### config.mk
export PLATFORM = sky130hd
export DESIGN_NAME = riscv_multicycle_ctrl
export DESIGN_NICKNAME = d
export VERILOG_FILES = /design/src/rtl/riscv_multicycle_ctrl_pkg.sv /design/src/rtl/riscv_instret_counter.sv /design/src/rtl/riscv_multicycle_ctrl.sv
export SDC_FILE = /design/constraint.sdc
export NUM_CORES = 1
export LEC_CHECK = 0
export ABC_AREA = 1
export BUFFER_PORTS_ARGS = -buffer_cell sky130_fd_sc_hd__buf_4
export CAP_MARGIN = 5
export CORE_ASPECT_RATIO = 1.2
export CORE_MARGIN = 2
export CORE_UTILIZATION = 54
export DETAILED_ROUTE_END_ITERATION = 10
export HOLD_SLACK_MARGIN = 0.08
export MAX_ROUTING_LAYER = met4
export PLACE_DENSITY = 0.9
export SETUP_SLACK_MARGIN = 0.02
export SLEW_MARGIN = 20
export SYNTH_ARGS = -nofsm -noshare
export SYNTH_HDL_FRONTEND = slang
export SYNTH_SLANG_ARGS = --single-unit
### constraint.sdc
create_clock -name iCLK -period 2.3 [get_ports iCLK]
set_input_delay 0.46 -clock iCLK [delete_from_list [all_inputs] [get_ports iCLK]]
set_output_delay 0.46 -clock iCLK [all_outputs]
set_load 0.1 [all_outputs]
### src/rtl/riscv_multicycle_ctrl_pkg.sv
`default_nettype none
// ============================================================================
// Module      : riscv_multicycle_ctrl_pkg
// Description : Shared encodings for the multicycle RISC-V controller and its
//               datapath: FSM states, base opcodes and mux-select codes.
// Revision    : 1.0 - initial release
// ============================================================================
package riscv_multicycle_ctrl_pkg;

   // FSM state encodings (also exported on oState for debug)
   localparam logic [3:0] ST_FETCH   = 4'd0;
   localparam logic [3:0] ST_DECODE  = 4'd1;
   localparam logic [3:0] ST_EXE_MEM = 4'd2;
   localparam logic [3:0] ST_EXE_R   = 4'd3;
   localparam logic [3:0] ST_EXE_I   = 4'd4;
   localparam logic [3:0] ST_BRANCH  = 4'd5;
   localparam logic [3:0] ST_JAL     = 4'd6;
   localparam logic [3:0] ST_JALR    = 4'd7;
   localparam logic [3:0] ST_LUI     = 4'd8;
   localparam logic [3:0] ST_AUIPC   = 4'd9;
   localparam logic [3:0] ST_MEM_LD  = 4'd10;
   localparam logic [3:0] ST_MEM_ST  = 4'd11;
   localparam logic [3:0] ST_WB_ALU  = 4'd12;
   localparam logic [3:0] ST_WB_LD   = 4'd13;
   localparam logic [3:0] ST_MULDIV  = 4'd14;
   localparam logic [3:0] ST_TRAP    = 4'd15;

   // RV32I base opcodes
   localparam logic [6:0] OP_LOAD   = 7'b0000011;
   localparam logic [6:0] OP_STORE  = 7'b0100011;
   localparam logic [6:0] OP_R      = 7'b0110011;
   localparam logic [6:0] OP_I      = 7'b0010011;
   localparam logic [6:0] OP_BRANCH = 7'b1100011;
   localparam logic [6:0] OP_JAL    = 7'b1101111;
   localparam logic [6:0] OP_JALR   = 7'b1100111;
   localparam logic [6:0] OP_LUI    = 7'b0110111;
   localparam logic [6:0] OP_AUIPC  = 7'b0010111;

   // Register write-back source
   localparam logic [1:0] M2R_ALUOUT = 2'b00;
   localparam logic [1:0] M2R_MDR    = 2'b01;
   localparam logic [1:0] M2R_PC     = 2'b10;
   localparam logic [1:0] M2R_IMM    = 2'b11;

   // ALU operation class
   localparam logic [1:0] ALUOP_ADD  = 2'b00;
   localparam logic [1:0] ALUOP_SUB  = 2'b01;
   localparam logic [1:0] ALUOP_RDEC = 2'b10;
   localparam logic [1:0] ALUOP_IDEC = 2'b11;

   // ALU operand A / B selects
   localparam logic [1:0] ORIGA_PC     = 2'b00;
   localparam logic [1:0] ORIGA_RS1    = 2'b01;
   localparam logic [1:0] ORIGA_PCBACK = 2'b10;
   localparam logic [1:0] ORIGB_RS2    = 2'b00;
   localparam logic [1:0] ORIGB_FOUR   = 2'b01;
   localparam logic [1:0] ORIGB_IMM    = 2'b10;

   // PC source
   localparam logic ORIGPC_ALU    = 1'b0;
   localparam logic ORIGPC_ALUOUT = 1'b1;

   // First execute state for an opcode seen in DECODE; unknown opcodes trap.
   function automatic logic [3:0] decode_dispatch(input logic [6:0] opcode);
      logic [3:0] st;
      case (opcode)
         OP_LOAD, OP_STORE: st = ST_EXE_MEM;
         OP_R:              st = ST_EXE_R;
         OP_I:              st = ST_EXE_I;
         OP_BRANCH:         st = ST_BRANCH;
         OP_JAL:            st = ST_JAL;
         OP_JALR:           st = ST_JALR;
         OP_LUI:            st = ST_LUI;
         OP_AUIPC:          st = ST_AUIPC;
         default:           st = ST_TRAP;
      endcase
      return st;
   endfunction

endpackage
`default_nettype wire

### src/rtl/riscv_instret_counter.sv
`default_nettype none
// ============================================================================
// Module      : riscv_instret_counter
// Description : Retired-instruction counter; wraps modulo 2^CNT_W, async clear.
// Revision    : 1.0 - initial release
// ============================================================================
module riscv_instret_counter #(
   parameter int CNT_W = 32
) (
   input  logic             iCLK,
   input  logic             iRST,
   input  logic             iEn,
   output logic [CNT_W-1:0] oCount
);

   logic [CNT_W-1:0] count_q;
   logic [CNT_W-1:0] count_d;

   // Advance by one on each retire; natural overflow gives the wrap.
   always_comb begin
      count_d = count_q;
      if (iEn) begin
         count_d = count_q + CNT_W'(1);
      end
   end

   // Count register with asynchronous clear.
   always_ff @(posedge iCLK or posedge iRST) begin
      if (iRST) begin
         count_q <= '0;
      end else begin
         count_q <= count_d;
      end
   end

   assign oCount = count_q;

endmodule
`default_nettype wire

### src/rtl/riscv_multicycle_ctrl.sv
`default_nettype none
// ============================================================================
// Module      : riscv_multicycle_ctrl
// Description : Multicycle RV32I(+M) control unit with memory handshake,
//               MUL/DIV stall, illegal-opcode trap and instret counter.
// Revision    : 1.0 - initial release
// ============================================================================
module riscv_multicycle_ctrl
   import riscv_multicycle_ctrl_pkg::*;
#(
   parameter int ENABLE_MULDIV    = 1,
   parameter int ENABLE_HANDSHAKE = 1,
   parameter int CNT_W            = 32
) (
   input  logic             iCLK,
   input  logic             iRST,
   input  logic [6:0]       iOpcode,
   input  logic             iFunct7b0,
   input  logic             iMemReady,
   input  logic             iMulDivDone,
   output logic             oIRWrite,
   output logic             oPCWrite,
   output logic             oPCWriteCond,
   output logic             oIorD,
   output logic             oMemRead,
   output logic             oMemWrite,
   output logic             oRegWrite,
   output logic [1:0]       oMem2Reg,
   output logic [1:0]       oALUOp,
   output logic [1:0]       oOrigAALU,
   output logic [1:0]       oOrigBALU,
   output logic             oOrigPC,
   output logic             oMulDivStart,
   output logic             oTrap,
   output logic [3:0]       oState,
   output logic [CNT_W-1:0] oInstret
);

   localparam logic MULDIV_EN = (ENABLE_MULDIV != 0);

   logic [3:0] state_q;
   logic [3:0] state_d;
   logic       ready_w;
   logic       retire_w;

   generate
      if (ENABLE_HANDSHAKE != 0) begin : g_handshake
         assign ready_w = iMemReady;
      end else begin : g_no_handshake
         assign ready_w = 1'b1;
      end
   endgenerate

   // Next-state logic: memory states wait on ready, MULDIV waits on done.
   always_comb begin
      state_d = state_q;
      case (state_q)
         ST_FETCH:   if (ready_w) state_d = ST_DECODE;
         ST_DECODE:  state_d = decode_dispatch(iOpcode);
         ST_EXE_MEM: state_d = (iOpcode == OP_LOAD) ? ST_MEM_LD : ST_MEM_ST;
         ST_EXE_R: begin
            if (iFunct7b0) state_d = MULDIV_EN ? ST_MULDIV : ST_TRAP;
            else           state_d = ST_WB_ALU;
         end
         ST_EXE_I:   state_d = ST_WB_ALU;
         ST_MULDIV:  if (iMulDivDone) state_d = ST_WB_ALU;
         ST_MEM_LD:  if (ready_w) state_d = ST_WB_LD;
         ST_MEM_ST:  if (ready_w) state_d = ST_FETCH;
         ST_TRAP:    state_d = ST_TRAP;
         default:    state_d = ST_FETCH;   // single-cycle completion states
      endcase
   end

   // State register; reset abandons any pending wait immediately.
   always_ff @(posedge iCLK or posedge iRST) begin
      if (iRST) begin
         state_q <= ST_FETCH;
      end else begin
         state_q <= state_d;
      end
   end

   // Moore strobe decode; fetch writes and store write are gated by ready.
   always_comb begin
      oIRWrite     = 1'b0;
      oPCWrite     = 1'b0;
      oPCWriteCond = 1'b0;
      oIorD        = 1'b0;
      oMemRead     = 1'b0;
      oMemWrite    = 1'b0;
      oRegWrite    = 1'b0;
      oMem2Reg     = M2R_ALUOUT;
      oALUOp       = ALUOP_ADD;
      oOrigAALU    = ORIGA_PC;
      oOrigBALU    = ORIGB_RS2;
      oOrigPC      = ORIGPC_ALU;
      oMulDivStart = 1'b0;
      oTrap        = 1'b0;
      case (state_q)
         ST_FETCH: begin
            oMemRead  = 1'b1;
            oOrigBALU = ORIGB_FOUR;
            // PC/IR must not capture while reset is still held
            oIRWrite  = ready_w & ~iRST;
            oPCWrite  = ready_w & ~iRST;
         end
         ST_DECODE: begin
            oOrigAALU = ORIGA_PCBACK;
            oOrigBALU = ORIGB_IMM;
         end
         ST_EXE_MEM: begin
            oOrigAALU = ORIGA_RS1;
            oOrigBALU = ORIGB_IMM;
         end
         ST_EXE_R: begin
            oOrigAALU    = ORIGA_RS1;
            oALUOp       = ALUOP_RDEC;
            // EXE_R lasts one cycle, so this is a single-cycle pulse
            oMulDivStart = iFunct7b0 & MULDIV_EN;
         end
         ST_EXE_I: begin
            oOrigAALU = ORIGA_RS1;
            oOrigBALU = ORIGB_IMM;
            oALUOp    = ALUOP_IDEC;
         end
         ST_BRANCH: begin
            oOrigAALU    = ORIGA_RS1;
            oALUOp       = ALUOP_SUB;
            oPCWriteCond = 1'b1;
            oOrigPC      = ORIGPC_ALUOUT;
         end
         ST_JAL: begin
            oRegWrite = 1'b1;
            oMem2Reg  = M2R_PC;
            oPCWrite  = 1'b1;
            oOrigPC   = ORIGPC_ALUOUT;
         end
         ST_JALR: begin
            oOrigAALU = ORIGA_RS1;
            oOrigBALU = ORIGB_IMM;
            oPCWrite  = 1'b1;
            oRegWrite = 1'b1;
            oMem2Reg  = M2R_PC;
         end
         ST_LUI: begin
            oRegWrite = 1'b1;
            oMem2Reg  = M2R_IMM;
         end
         ST_AUIPC:  oRegWrite = 1'b1;
         ST_MEM_LD: begin
            oMemRead = 1'b1;
            oIorD    = 1'b1;
         end
         ST_MEM_ST: begin
            oIorD     = 1'b1;
            oMemWrite = ready_w;
         end
         ST_WB_ALU: oRegWrite = 1'b1;
         ST_WB_LD: begin
            oRegWrite = 1'b1;
            oMem2Reg  = M2R_MDR;
         end
         ST_TRAP:   oTrap = 1'b1;
         default: ;
      endcase
   end

   // An instruction retires when it leaves an execute/write-back state for FETCH.
   assign retire_w = (state_d == ST_FETCH) && (state_q != ST_FETCH) &&
                     (state_q != ST_DECODE) && (state_q != ST_TRAP);

   riscv_instret_counter #(
      .CNT_W (CNT_W)
   ) u_instret (
      .iCLK   (iCLK),
      .iRST   (iRST),
      .iEn    (retire_w),
      .oCount (oInstret)
   );

   assign oState = state_q;

endmodule
`default_nettype wire

* Yosys cells after proc, flatten, opt, wreduce, memory -nomap -nowiden *
Index checks and enable logic that the tools add are counted.

storage, ports and cells
  bits in registers = 36
  bits of input ports = 12
  word-level logic and storage cells = 67

operators by class
  add/sub/neg operators = 1
  equal/unequal tests = 26
  muxes and demuxes = 22
  bitwise gates (word level) = 2
  reduce and logical (&&, ||, !) cells = 14

operator list
  cell                                            count
  one-hot mux 4 bit (9 select lines)              1
  adder 32 x 1 -> 32 bit (second input constant)  1
  == test 4 bit (second input constant)           8
  one-hot mux 4 bit (8 select lines)              1
  == test 7 x 6 -> 1 bit (second input constant)  3
  == test 7 bit (second input constant)           3
  == test 4 x 3 -> 1 bit (second input constant)  4
  two-way mux 4 bit                               4
  == test 7 x 5 -> 1 bit (second input constant)  2
  one-hot mux 2 bit (3 select lines)              2
  two-way mux 1 bit                               10
  OR reduction 2 bit                              5
  == test 4 x 2 -> 1 bit (second input constant)  2
  logical NOT 4 bit                               2
  one-hot mux 2 bit (2 select lines)              2
  == test 7 x 2 -> 1 bit (second input constant)  1
  OR reduction 6 bit                              1
  OR reduction 5 bit                              1
  == test 4 x 1 -> 1 bit (second input constant)  1
  != test 4 x 1 -> 1 bit (second input constant)  1
  != test 4 bit (second input constant)           1
  nonzero test 4 bit                              1
  OR reduction 4 bit                              1
  logical AND 1 bit                               3
  4 further kinds                                 4

* Longest topological paths before layout *
Gate-level depths: netlist (run 1).

  word-level depth = 8
  mapped depth = 13
  mapped depth without buffers = 12

* By module *
A second synthesis (run 1) with hierarchy kept.

unflattened totals
  cells, all modules = 322
  area, all modules = 2318.5 µm²

by module, submodules not included
  module                 times used  cells an instance  area each (µm²)
  riscv_instret_counter  1           207                1722.9
  riscv_multicycle_ctrl  1           115                595.6

* Worst setup path after synthesis (run 1) *
OpenSTA, ideal clock, no wires.

  kind = flip-flop to output port
  start point = reg state_q[3] (netlist: oState[3])
  end point = out oPCWrite
  arrival = 4.380 ns
  path slack = -2.540 ns
  cell stages (with the launch flop) = 6
  path buffers = 0
  cell sequence = dfrtp_1 > nor2_2 > inv_2 > nor2_2 > nand2_1 > o21ai_0

between the ends
  longest elaborated chain between the ends = 3
  elaborated cells between the ends (all ways) = 5
  those cells by class = 2 x eq/ne; 1 x mux; 2 x reduce/logical

RTL lines
  element                                 RTL line                     source
  start: declaration                      riscv_multicycle_ctrl.sv:41  logic [3:0] state_q;
  start signal: assignment                riscv_multicycle_ctrl.sv:79  state_q <= state_d;
  == test 4 x 3 -> 1 bit                  riscv_multicycle_ctrl.sv:99  case (state_q)
  OR reduction 2 bit (no line)            -
  one-hot mux 1 bit (2 select lines) (*)  riscv_multicycle_ctrl.sv:99
  end: declaration                        riscv_multicycle_ctrl.sv:22  output logic oPCWrite,

Mark *: on every way between the ends. The rest lies on a longest branch, timed or not.

* Worst setup path after layout (run 1) *
  start point = reg state_q[1] (netlist: oState[1])
  end point = out oPCWrite

Same word-level chain as after synthesis.

==> results of run 1 <==
## synthesized netlist by cell type, drive strengths merged
library cell / count / share of area [%]
o211ai: 1 / 0.28
nand4: 5 / 1.2
ha: 1 / 0.47
nand2: 147 / 21
nand3b: 2 / 0.56
buf: 9 / 2.7
xor2: 20 / 6.5
nand3: 52 / 9.9
nor3: 19 / 3.7
o21ai: 9 / 1.8
dfrtp: 36 / 34
inv: 37 / 5.2
a21oi: 5 / 0.93
nor2: 55 / 9.0
nor3b: 1 / 0.28
or2: 1 / 0.23
o22ai: 1 / 0.23
xnor2: 7 / 2.3
## worst max-delay path, cell delays in order, from the launching register on
cell,delay (ns)
sky130_fd_sc_hd__dfrtp_4,0.52
sky130_fd_sc_hd__inv_4,0.12
sky130_fd_sc_hd__nand2_1,0.16
sky130_fd_sc_hd__nor2_4,0.16
sky130_fd_sc_hd__nand2_4,0.10
sky130_fd_sc_hd__o21ai_4,0.15
sky130_fd_sc_hd__buf_6,0.23
## final cells by class
type | count | area, um2
Clock buffer | 7 | 96.34
Multi-Input combinational cell | 326 | 1675
Inverter | 37 | 143.9
Sequential cell | 36 | 919.6
Fill cell | 437 | 1430
Timing Repair Buffer | 70 | 529.3
Tap cell | 60 | 75.07
## final timing paths
| check | slack (ns) | depth (start not counted) | startpoint | endpoint |
|---|---|---|---|---|
| max reg2reg | 0.29 | 10 | oState[1]$_DFF_PP0_ | u_instret.oCount[8]$_DFFE_PP0P_ |
| min reg2reg | 0.54 | 2 | u_instret.oCount[8]$_DFFE_PP0P_ | u_instret.oCount[8]$_DFFE_PP0P_ |
| max | 0.11 | 6 | oState[1]$_DFF_PP0_ | oPCWrite |
| max in group asynchronous | 1.63 | 3 | iRST | oState[3]$_DFF_PP0_ |
| min in group iCLK | 0.54 | 2 | u_instret.oCount[8]$_DFFE_PP0P_ | u_instret.oCount[8]$_DFFE_PP0P_ |
| min | 0.32 | 3 | iRST | u_instret.oCount[22]$_DFFE_PP0P_ |
## cells by family (layout without fill, tap and decap cells)
group	Yosys count	in the layout	synth area share, %
AO/OA/AOI/OAI	16	16	3.272
flip-flops	36	36	33.66
XOR/XNOR	27	27	8.836
AND/OR/NAND/NOR	282	282	45.91
buffers and inverters	46	114	7.854
adder cells (fa/ha/maj)	1	1	0.4674
## power breakdown
| group | switching [mW] | internal [mW] |
|---|---|---|
| clock | 0.224 | 0.267 |
| sequential | 0.125 | 0.728 |
| combinational | 2.51 | 0.669 |
| total | 2.86 | 1.66 |
## metrics by stage
stage	setup WS (ns)	hold WS [ns]
global placement	0.3246	0.5016
CTS	0.02536	0.3448
finish	0.1136	0.3216
floorplan	-0.3500	0.6269
global route	0.04454	0.3779
detailed placement	0.2995	0.5226
## registers in the layout, summed over array words and instances (netlist names)
| name | flops |
|---|---|
| u_instret.oCount | 32 |
| oState | 4 |
## metal layers
metal | share of wire (%) | vias up | wire [um] | global-route usage (%)
met5 | 0 | - | 0 | -
met4 | 2.0 | 0 | 148 | 8.200
met3 | 5.8 | 14 | 428 | 4.017
met2 | 49 | 102 | 3639 | 49.81
met1 | 43 | 1350 | 3143 | 37.08
li1 | - | 1436 | - | -
==> results.cfg, run 1 <==
[status]
run_status = finished, final reports clean

[timing]
min_period_over_period_pct = 95.06
finalSetupViolCount = 0
min_period_ns = 2.186
final-max-slew-violation-count = 0
headroom_to_the_max_slew_limit_pct = 69.82
timing.clock.skew_ns = 0.005041
rsz0062_at_grt = false
fmax_ghz = 0.4574
final_hold_viol_count = 0
worstMarginPinSlew_ns = 0.4526
setup_tns_ns = 0

[power_and_ir_drop]
leakagePower_nw = 1.773
total_power_mw = 4.521
power.ir.vdd_worst_mv = 0.9540
p_per_area_mw_per_mm2 = 1314

[placement]
detailed_place_hpwl_um = 5656
placed_cells_incl_taps = 529
detailed_place.area_mm2 = 0.003337
port-buffer-count = 65
gp_congestion = 0.9547

[min_path]
worst_hold_class = primary input to asynchronous set/reset pin

[floorplanning]
initial_core_util_pct = 54.96
floorplan.die_area_mm2 = 0.005538
die_h_um = 81.12
design.core.area_mm2 = 0.004870
io_pins = 66
die_width_um = 68.27
floorplan.rows = 28

[layout]
layout.cells.most_common = sky130_fd_sc_hd__nand2_1
post-route-cell-area_mm2 = 0.003440
post_route_cells_drive_above_1_share_pct = 25.21
final_cell_mix = sky130_fd_sc_hd__nand2_1, sky130_fd_sc_hd__buf_4, sky130_fd_sc_hd__nand3_1
final_cell_count_without_fillers = 536
fin_nets = 489
antenna_cells_inserted = 0
synthToLayoutAreaGrowth_pct = 28.52
final_util_pct = 70.63

[route]
vias_after_detailed_routing = 2902
vias_per_cell = 5.414
detail_route.wl_per_cell_um = 13.73
drt_first_pass_iters = 4
antenna_violating_nets_left = 0
totalWireLength_um = 7360
dr.first_iter.drc_count = 173
drcViolationCount = 0

[clocking]
ctsLongestPathBuffers = 2
clkLatencyLatePin_ns = 0.29
clock-root-buffer = sky130_fd_sc_hd__clkbuf_8
ctsHtreeMaxLevel = 2
post_cts_resize_count = 0
number_of_sinks_driven_by_the_clock_tree = 36
cts.repair_timing.setup_buffer_count = 0
hold_buffers = 0
cts_tree = yes
clock_transition_at_the_registers_of_the_reported_paths_ns = 0.07
tritoncts.num_buffers = 5

[worst_setup_path]
timing.critical_path.to_type = primary output
setup.worst_path.class = flip-flop to primary output
cp-start-kind = flip-flop
arrival_ns = 1.73
timing.critical_path.fanout_max = 8
critPathRequiredTime_ns = 1.84

[global_routing]
antenna_found_initial = 0
global_route.overflow_total = 0
grt_max_degree = 37
grtUsageTotal_pct = 29.65
first_global_vias = 2744
grt_first_pass_wirelength_um = 12410

[logic_synthesis]
yosysWarningCount = 0
synth.avg_cell_area_um2 = 6.560
syn_nets = 421
post_synth_inst_count = 408
synthesis.area_mm2 = 0.002676
synth_seq_cells = 36
post_synth_num_cell_types = 29
seq_area_frac_synth_pct = 33.66

[job]
cap_violations = 0
No activity file was read; power rests on OpenSTA's default activity.
==> inputs of run 2 (changes only) <==
--- a/config.mk
+++ b/config.mk
@@ -14,7 +14,7 @@
 export DETAILED_ROUTE_END_ITERATION = 10
 export HOLD_SLACK_MARGIN = 0.08
 export MAX_ROUTING_LAYER = met4
-export PLACE_DENSITY = 0.9
+export PLACE_DENSITY_LB_ADDON = 0.05
 export SETUP_SLACK_MARGIN = 0.02
 export SLEW_MARGIN = 20
 export SYNTH_ARGS = -nofsm -noshare
==> results.cfg, run 2 (synthesis gave the netlist of run 1 again) <==
[floorplanning]
die_width_um = 68.27
die_h_um = 81.12
design.core.area_mm2 = 0.004870
initial_core_util_pct = 54.96
floorplan.die_area_mm2 = 0.005538
io_pins = 66
floorplan.rows = 28

[clocking]
number_of_sinks_driven_by_the_clock_tree = 36
ctsHtreeMaxLevel = 2
clock-root-buffer = sky130_fd_sc_hd__clkbuf_8
cts.repair_timing.setup_buffer_count = 0
ctsLongestPathBuffers = 2
clock_transition_at_the_registers_of_the_reported_paths_ns = 0.07
clkLatencyLatePin_ns = 0.28
cts_tree = yes
hold_buffers = 0
post_cts_resize_count = 0
tritoncts.num_buffers = 5

[power_and_ir_drop]
leakagePower_nw = 1.775
power.ir.vdd_worst_mv = 0.9053
p_per_area_mw_per_mm2 = 1297

[layout]
fin_nets = 491
synthToLayoutAreaGrowth_pct = 28.38
final_cell_mix = sky130_fd_sc_hd__nand2_1, sky130_fd_sc_hd__buf_4, sky130_fd_sc_hd__nand3_1
flip_flop_count_of_the_largest_register_after_layout = 32
post_route_cells_drive_above_1_share_pct = 25.31
layout.cells.most_common = sky130_fd_sc_hd__nand2_1
post-route-cell-area_mm2 = 0.003436
antenna_cells_inserted = 0

[timing]
finalSetupViolCount = 0
final_hold_viol_count = 0
timing.clock.skew_ns = 0.005273
final-max-slew-violation-count = 0
fmax_ghz = 0.4568
rsz0062_at_grt = false
worstMarginPinSlew_ns = 0.4541
min_period_ns = 2.189
setup_tns_ns = 0
headroom_to_the_max_slew_limit_pct = 69.73
min_period_over_period_pct = 95.19

[placement]
gp_congestion = 0.9557
detailed_place_hpwl_um = 5778
detailed_place.area_mm2 = 0.003352
port-buffer-count = 65

[worst_setup_path]
crit-reg2reg-launch = u_instret.oCount[0]$_DFFE_PP0P_
path_delay_family = flip-flops
arrival_ns = 1.73
cp_cell_sequence = nor2_2 -> inv_2 -> o21ai_4 -> buf_4
max_stage_delay_ns = 0.53
critPathBufInv = 2
startpoint = oState[3]$_DFF_PP0_
cp-start-kind = flip-flop
cell_at_the_slowest_stage_of_the_critical_path = sky130_fd_sc_hd__dfrtp_4
setup.reg_to_reg.worst_slack_ns = 0.25
timing.critical_path.fanout_max = 6
setup.worst_path.class = flip-flop to primary output
timing.critical_path.to_type = primary output
critPathRequiredTime_ns = 1.84

[global_routing]
antenna_found_initial = 0
grtUsageTotal_pct = 28.28
grt_max_degree = 37
grt_first_pass_wirelength_um = 11620
global_route.overflow_total = 0
first_global_vias = 2652

[route]
drcViolationCount = 0
dr.first_iter.drc_count = 83
vias_per_cell = 5.301
drt_first_pass_iters = 4
vias_after_detailed_routing = 2852
detail_route.wl_per_cell_um = 13.75
totalWireLength_um = 7395
antenna_violating_nets_left = 0

[status]
run_status = finished, final reports clean

[min_path]
worst_hold_class = primary input to asynchronous set/reset pin

[job]
cap_violations = 0
[run 2: cell count changes in the layout (fill, tap and decap cells not counted), sizes merged]
cell and delta:
buf +2, clkbuf -1, clkinv +1
[run 2: final cells by class]
type | count | area [um2]
clock buffer | 6 | 72.57
clock inverter | 1 | 5.005
fill | 419 | 1434
inverter | 37 | 143.9
multi-input combinational | 326 | 1675
sequential | 36 | 919.6
tap | 60 | 75.07
timing repair buffer | 72 | 544.3
[run 2: path summary, 6_finish.rpt]
| check | end | cells after the start |
|---|---|---|
| setup reg to reg | u_instret.oCount[24]$_DFFE_PP0P_ | 8 |
| setup / recovery | oALUOp[1] | 4 |
| max in group asynchronous | oState[3]$_DFF_PP0_ | 3 |
| hold / removal | u_instret.oCount[24]$_DFFE_PP0P_ | 3 |
| hold reg to reg | u_instret.oCount[8]$_DFFE_PP0P_ | 2 |
| min in group iCLK | u_instret.oCount[8]$_DFFE_PP0P_ | 2 |
[run 2: per-stage QoR]
step | hold slack, ns | total power [mW] | setup WS [ns] | utilization [%] | cells
after floorplan | 0.6269 | 3.507 | -0.3500 | - | 408
after CTS | 0.3353 | 4.469 | 0.04041 | 70.43 | 538
after global routing | 0.3623 | 4.675 | 0.05057 | 70.56 | 538
after detailed placement | 0.5214 | 4.051 | 0.2967 | 68.83 | 531
final | 0.3224 | 4.458 | 0.1106 | 70.56 | 538
after global placement | 0.5148 | 3.994 | 0.3070 | 68.83 | 531
[run 2: worst min-delay path: stages]
cell and delay, ns:
sky130_fd_sc_hd__buf_4 0.13, sky130_fd_sc_hd__inv_1 0.05, sky130_fd_sc_hd__buf_4 0.40
[run 2: where the power goes]
part / total [mW] / switching (mW) / internal [mW] / leakage [nW]
clock: 0.419 / 0.213 / 0.206 / 0.0410
sequential: 0.851 / 0.123 / 0.729 / 0.484
combinational: 3.19 / 2.52 / 0.668 / 1.25
[run 2: routing by layer]
| metal | track usage [%] | wire length [um] |
|---|---|---|
| met1 | 29.94 | 2961 |
| met2 | 52.14 | 3922 |
| met3 | 3.601 | 324 |
| met4 | 11.00 | 187 |
| met5 | - | 0 |
==> inputs of run 3 (changes only) <==
--- a/config.mk
+++ b/config.mk
@@ -10,7 +10,7 @@
 export CAP_MARGIN = 5
 export CORE_ASPECT_RATIO = 1.2
 export CORE_MARGIN = 2
-export CORE_UTILIZATION = 54
+export CORE_UTILIZATION = 58
 export DETAILED_ROUTE_END_ITERATION = 10
 export HOLD_SLACK_MARGIN = 0.08
 export MAX_ROUTING_LAYER = met4
==> constraint.sdc (replaced) <==
create_clock -name iCLK -period 2.8 [get_ports iCLK]
set_input_delay 0.56 -clock iCLK [delete_from_list [all_inputs] [get_ports iCLK]]
set_output_delay 0.56 -clock iCLK [all_outputs]
set_load 0.1 [all_outputs]
==> results.cfg, run 3 (synthesis gave the netlist of run 1 again) <==
[global_routing]
first_global_vias = 2723
grtUsageTotal_pct = 30.94
grt_first_pass_wirelength_um = 12110
antenna_found_initial = 0
global_route.overflow_total = 0
grt_max_degree = 33

[clocking]
hold_buffers = 0
cts_tree = yes
cts.repair_timing.setup_buffer_count = 0
clock-root-buffer = sky130_fd_sc_hd__clkbuf_8
clkLatencyLatePin_ns = 0.29
post_cts_resize_count = 0
clock_transition_at_the_registers_of_the_reported_paths_ns = 0.07
ctsHtreeMaxLevel = 2
ctsLongestPathBuffers = 2
tritoncts.num_buffers = 5
number_of_sinks_driven_by_the_clock_tree = 36

[floorplanning]
floorplan.die_area_mm2 = 0.005176
floorplan.rows = 27
design.core.area_mm2 = 0.004527
die_width_um = 66.01
io_pins = 66
die_h_um = 78.41
initial_core_util_pct = 59.12

[worst_setup_path]
setup.reg_to_reg.worst_slack_ns = 0.63
cp_cell_sequence = nor2_2 -> inv_2 -> nor2_4 -> nand2_2 -> o21ai_4 -> buf_4
critPathRequiredTime_ns = 2.24
max_stage_delay_ns = 0.51
startpoint = oState[2]$_DFF_PP0_
crit-reg2reg-launch = oState[3]$_DFF_PP0_
crit_end = oPCWrite
worst-r2r-cell-count = 8
path_delay_family = flip-flops
arrival_ns = 1.83
timing.critical_path.fanout_max = 6
setup.worst_path.class = flip-flop to primary output
critPathBufInv = 2
worst-path-stages = 6
cp-start-kind = flip-flop
regToRegEndpoint = u_instret.oCount[30]$_DFFE_PP0P_
timing.critical_path.to_type = primary output
cell_at_the_slowest_stage_of_the_critical_path = sky130_fd_sc_hd__dfrtp_4

[timing]
rsz0062_at_grt = false
holdWs_ns = 0.4545
final_hold_viol_count = 0
min_period_over_period_pct = 85.24
worstMarginPinSlew_ns = 0.7752
final-max-slew-violation-count = 0
fmax_ghz = 0.4190
min_period_ns = 2.387
timing.clock.skew_ns = 0.003766
finalSetupViolCount = 0
headroom_to_the_max_slew_limit_pct = 48.26

[power_and_ir_drop]
cell_internal_pwr_mw = 1.288
p_per_area_mw_per_mm2 = 1072
sw_frac_of_total_pct = 64.12
power.sequential.fraction_pct = 18.9
p_sw_mw = 2.302
leakagePower_nw = 1.747
power.ir.vdd_worst_mv = 0.6746
comb_power_share_pct = 70.4
clock_power_share_pct = 10.7

[layout]
final_cell_mix = sky130_fd_sc_hd__nand2_1, sky130_fd_sc_hd__buf_4, sky130_fd_sc_hd__nand3_1
fin_nets = 488
post_route_cells_drive_above_1_share_pct = 23.32
synthToLayoutAreaGrowth_pct = 25.11
multi_input_comb_area_mm2 = 0.001618
flip_flop_count_of_the_largest_register_after_layout = 32
fill_cells = 401
final_cell_count_without_fillers = 534
layout.cells.most_common = sky130_fd_sc_hd__nand2_1
antenna_cells_inserted = 0
area.sequential_um2 = 910.9

[route]
dr.first_iter.drc_count = 109
vias_after_detailed_routing = 2867
vias_per_cell = 5.369
detail_route.wl_per_cell_um = 13.69
drcViolationCount = 0
totalWireLength_um = 7311
antenna_violating_nets_left = 0
drt_first_pass_iters = 4

[placement]
placed_cells_incl_taps = 526
detailed_place_hpwl_um = 5715
gp_congestion = 0.9618
port-buffer-count = 65

[job]
cap_violations = 0

[status]
run_status = finished, final reports clean

[min_path]
worst_hold_class = primary input to asynchronous set/reset pin
==> run 3: worst register-to-register path: cells and delay by family (launching register included) <==
kind	cells	cell delay (ns)
DFF	1	0.52
and+or+nand+nor	8	1.53
==> run 3: through the flow <==
step | setup TNS, ns | total power, mW | area (um2) | setup slack [ns] | utilization (%)
floorplan | -0.03502 | 2.797 | 2739 | -0.03502 | -
global placement | 0 | 3.147 | 3258 | 0.5573 | 71.97
detailed placement | 0 | 3.196 | 3258 | 0.4130 | 71.97
CTS | 0 | 3.581 | 3348 | 0.4119 | 73.96
global route | 0 | 3.740 | 3348 | 0.3269 | 73.96
finish | 0 | 3.589 | 3348 | 0.4133 | 73.96
==> run 3: power by group through the flow <==
stage               clock network (mW)  logic, mW  registers (mW)
floorplan                            0       1.74            1.06
CTS                              0.387       2.52           0.676
global route                     0.408       2.64           0.688
finish                           0.383       2.53           0.679
detailed placement                   0       2.51           0.685
global placement                     0       2.46           0.683
==> run 3: area by class of cell <==
class / count / area share (%)
multi-input combinational: 326 / 48.32
timing repair buffer: 69 / 15.47
tap: 58 / 2.167
clock buffer: 8 / 2.691
inverter: 37 / 4.148
sequential: 36 / 27.20
==> run 3: per-layer routing <==
metal  GRT usage (%)  share of wire [%]  wire (um)
met5               -                  0          0
met4           7.959                1.3         93
met3           3.725                4.4        325
met2           56.97                 55       4009
met1           35.14                 39       2882
==> run 3: worst min-delay path by stage <==
stage,start,to,slack [ns],cells after the start
floorplan,iRST,oState[2]$_DFF_PP0_,0.73,1
global placement,u_instret.oCount[31]$_DFFE_PP0P_,u_instret.oCount[31]$_DFFE_PP0P_,0.51,2
detailed placement,u_instret.oCount[8]$_DFFE_PP0P_,u_instret.oCount[8]$_DFFE_PP0P_,0.53,2
CTS,iRST,u_instret.oCount[7]$_DFFE_PP0P_,0.49,2
global route,iRST,u_instret.oCount[18]$_DFFE_PP0P_,0.52,2
finish,iRST,oState[1]$_DFF_PP0_,0.45,2
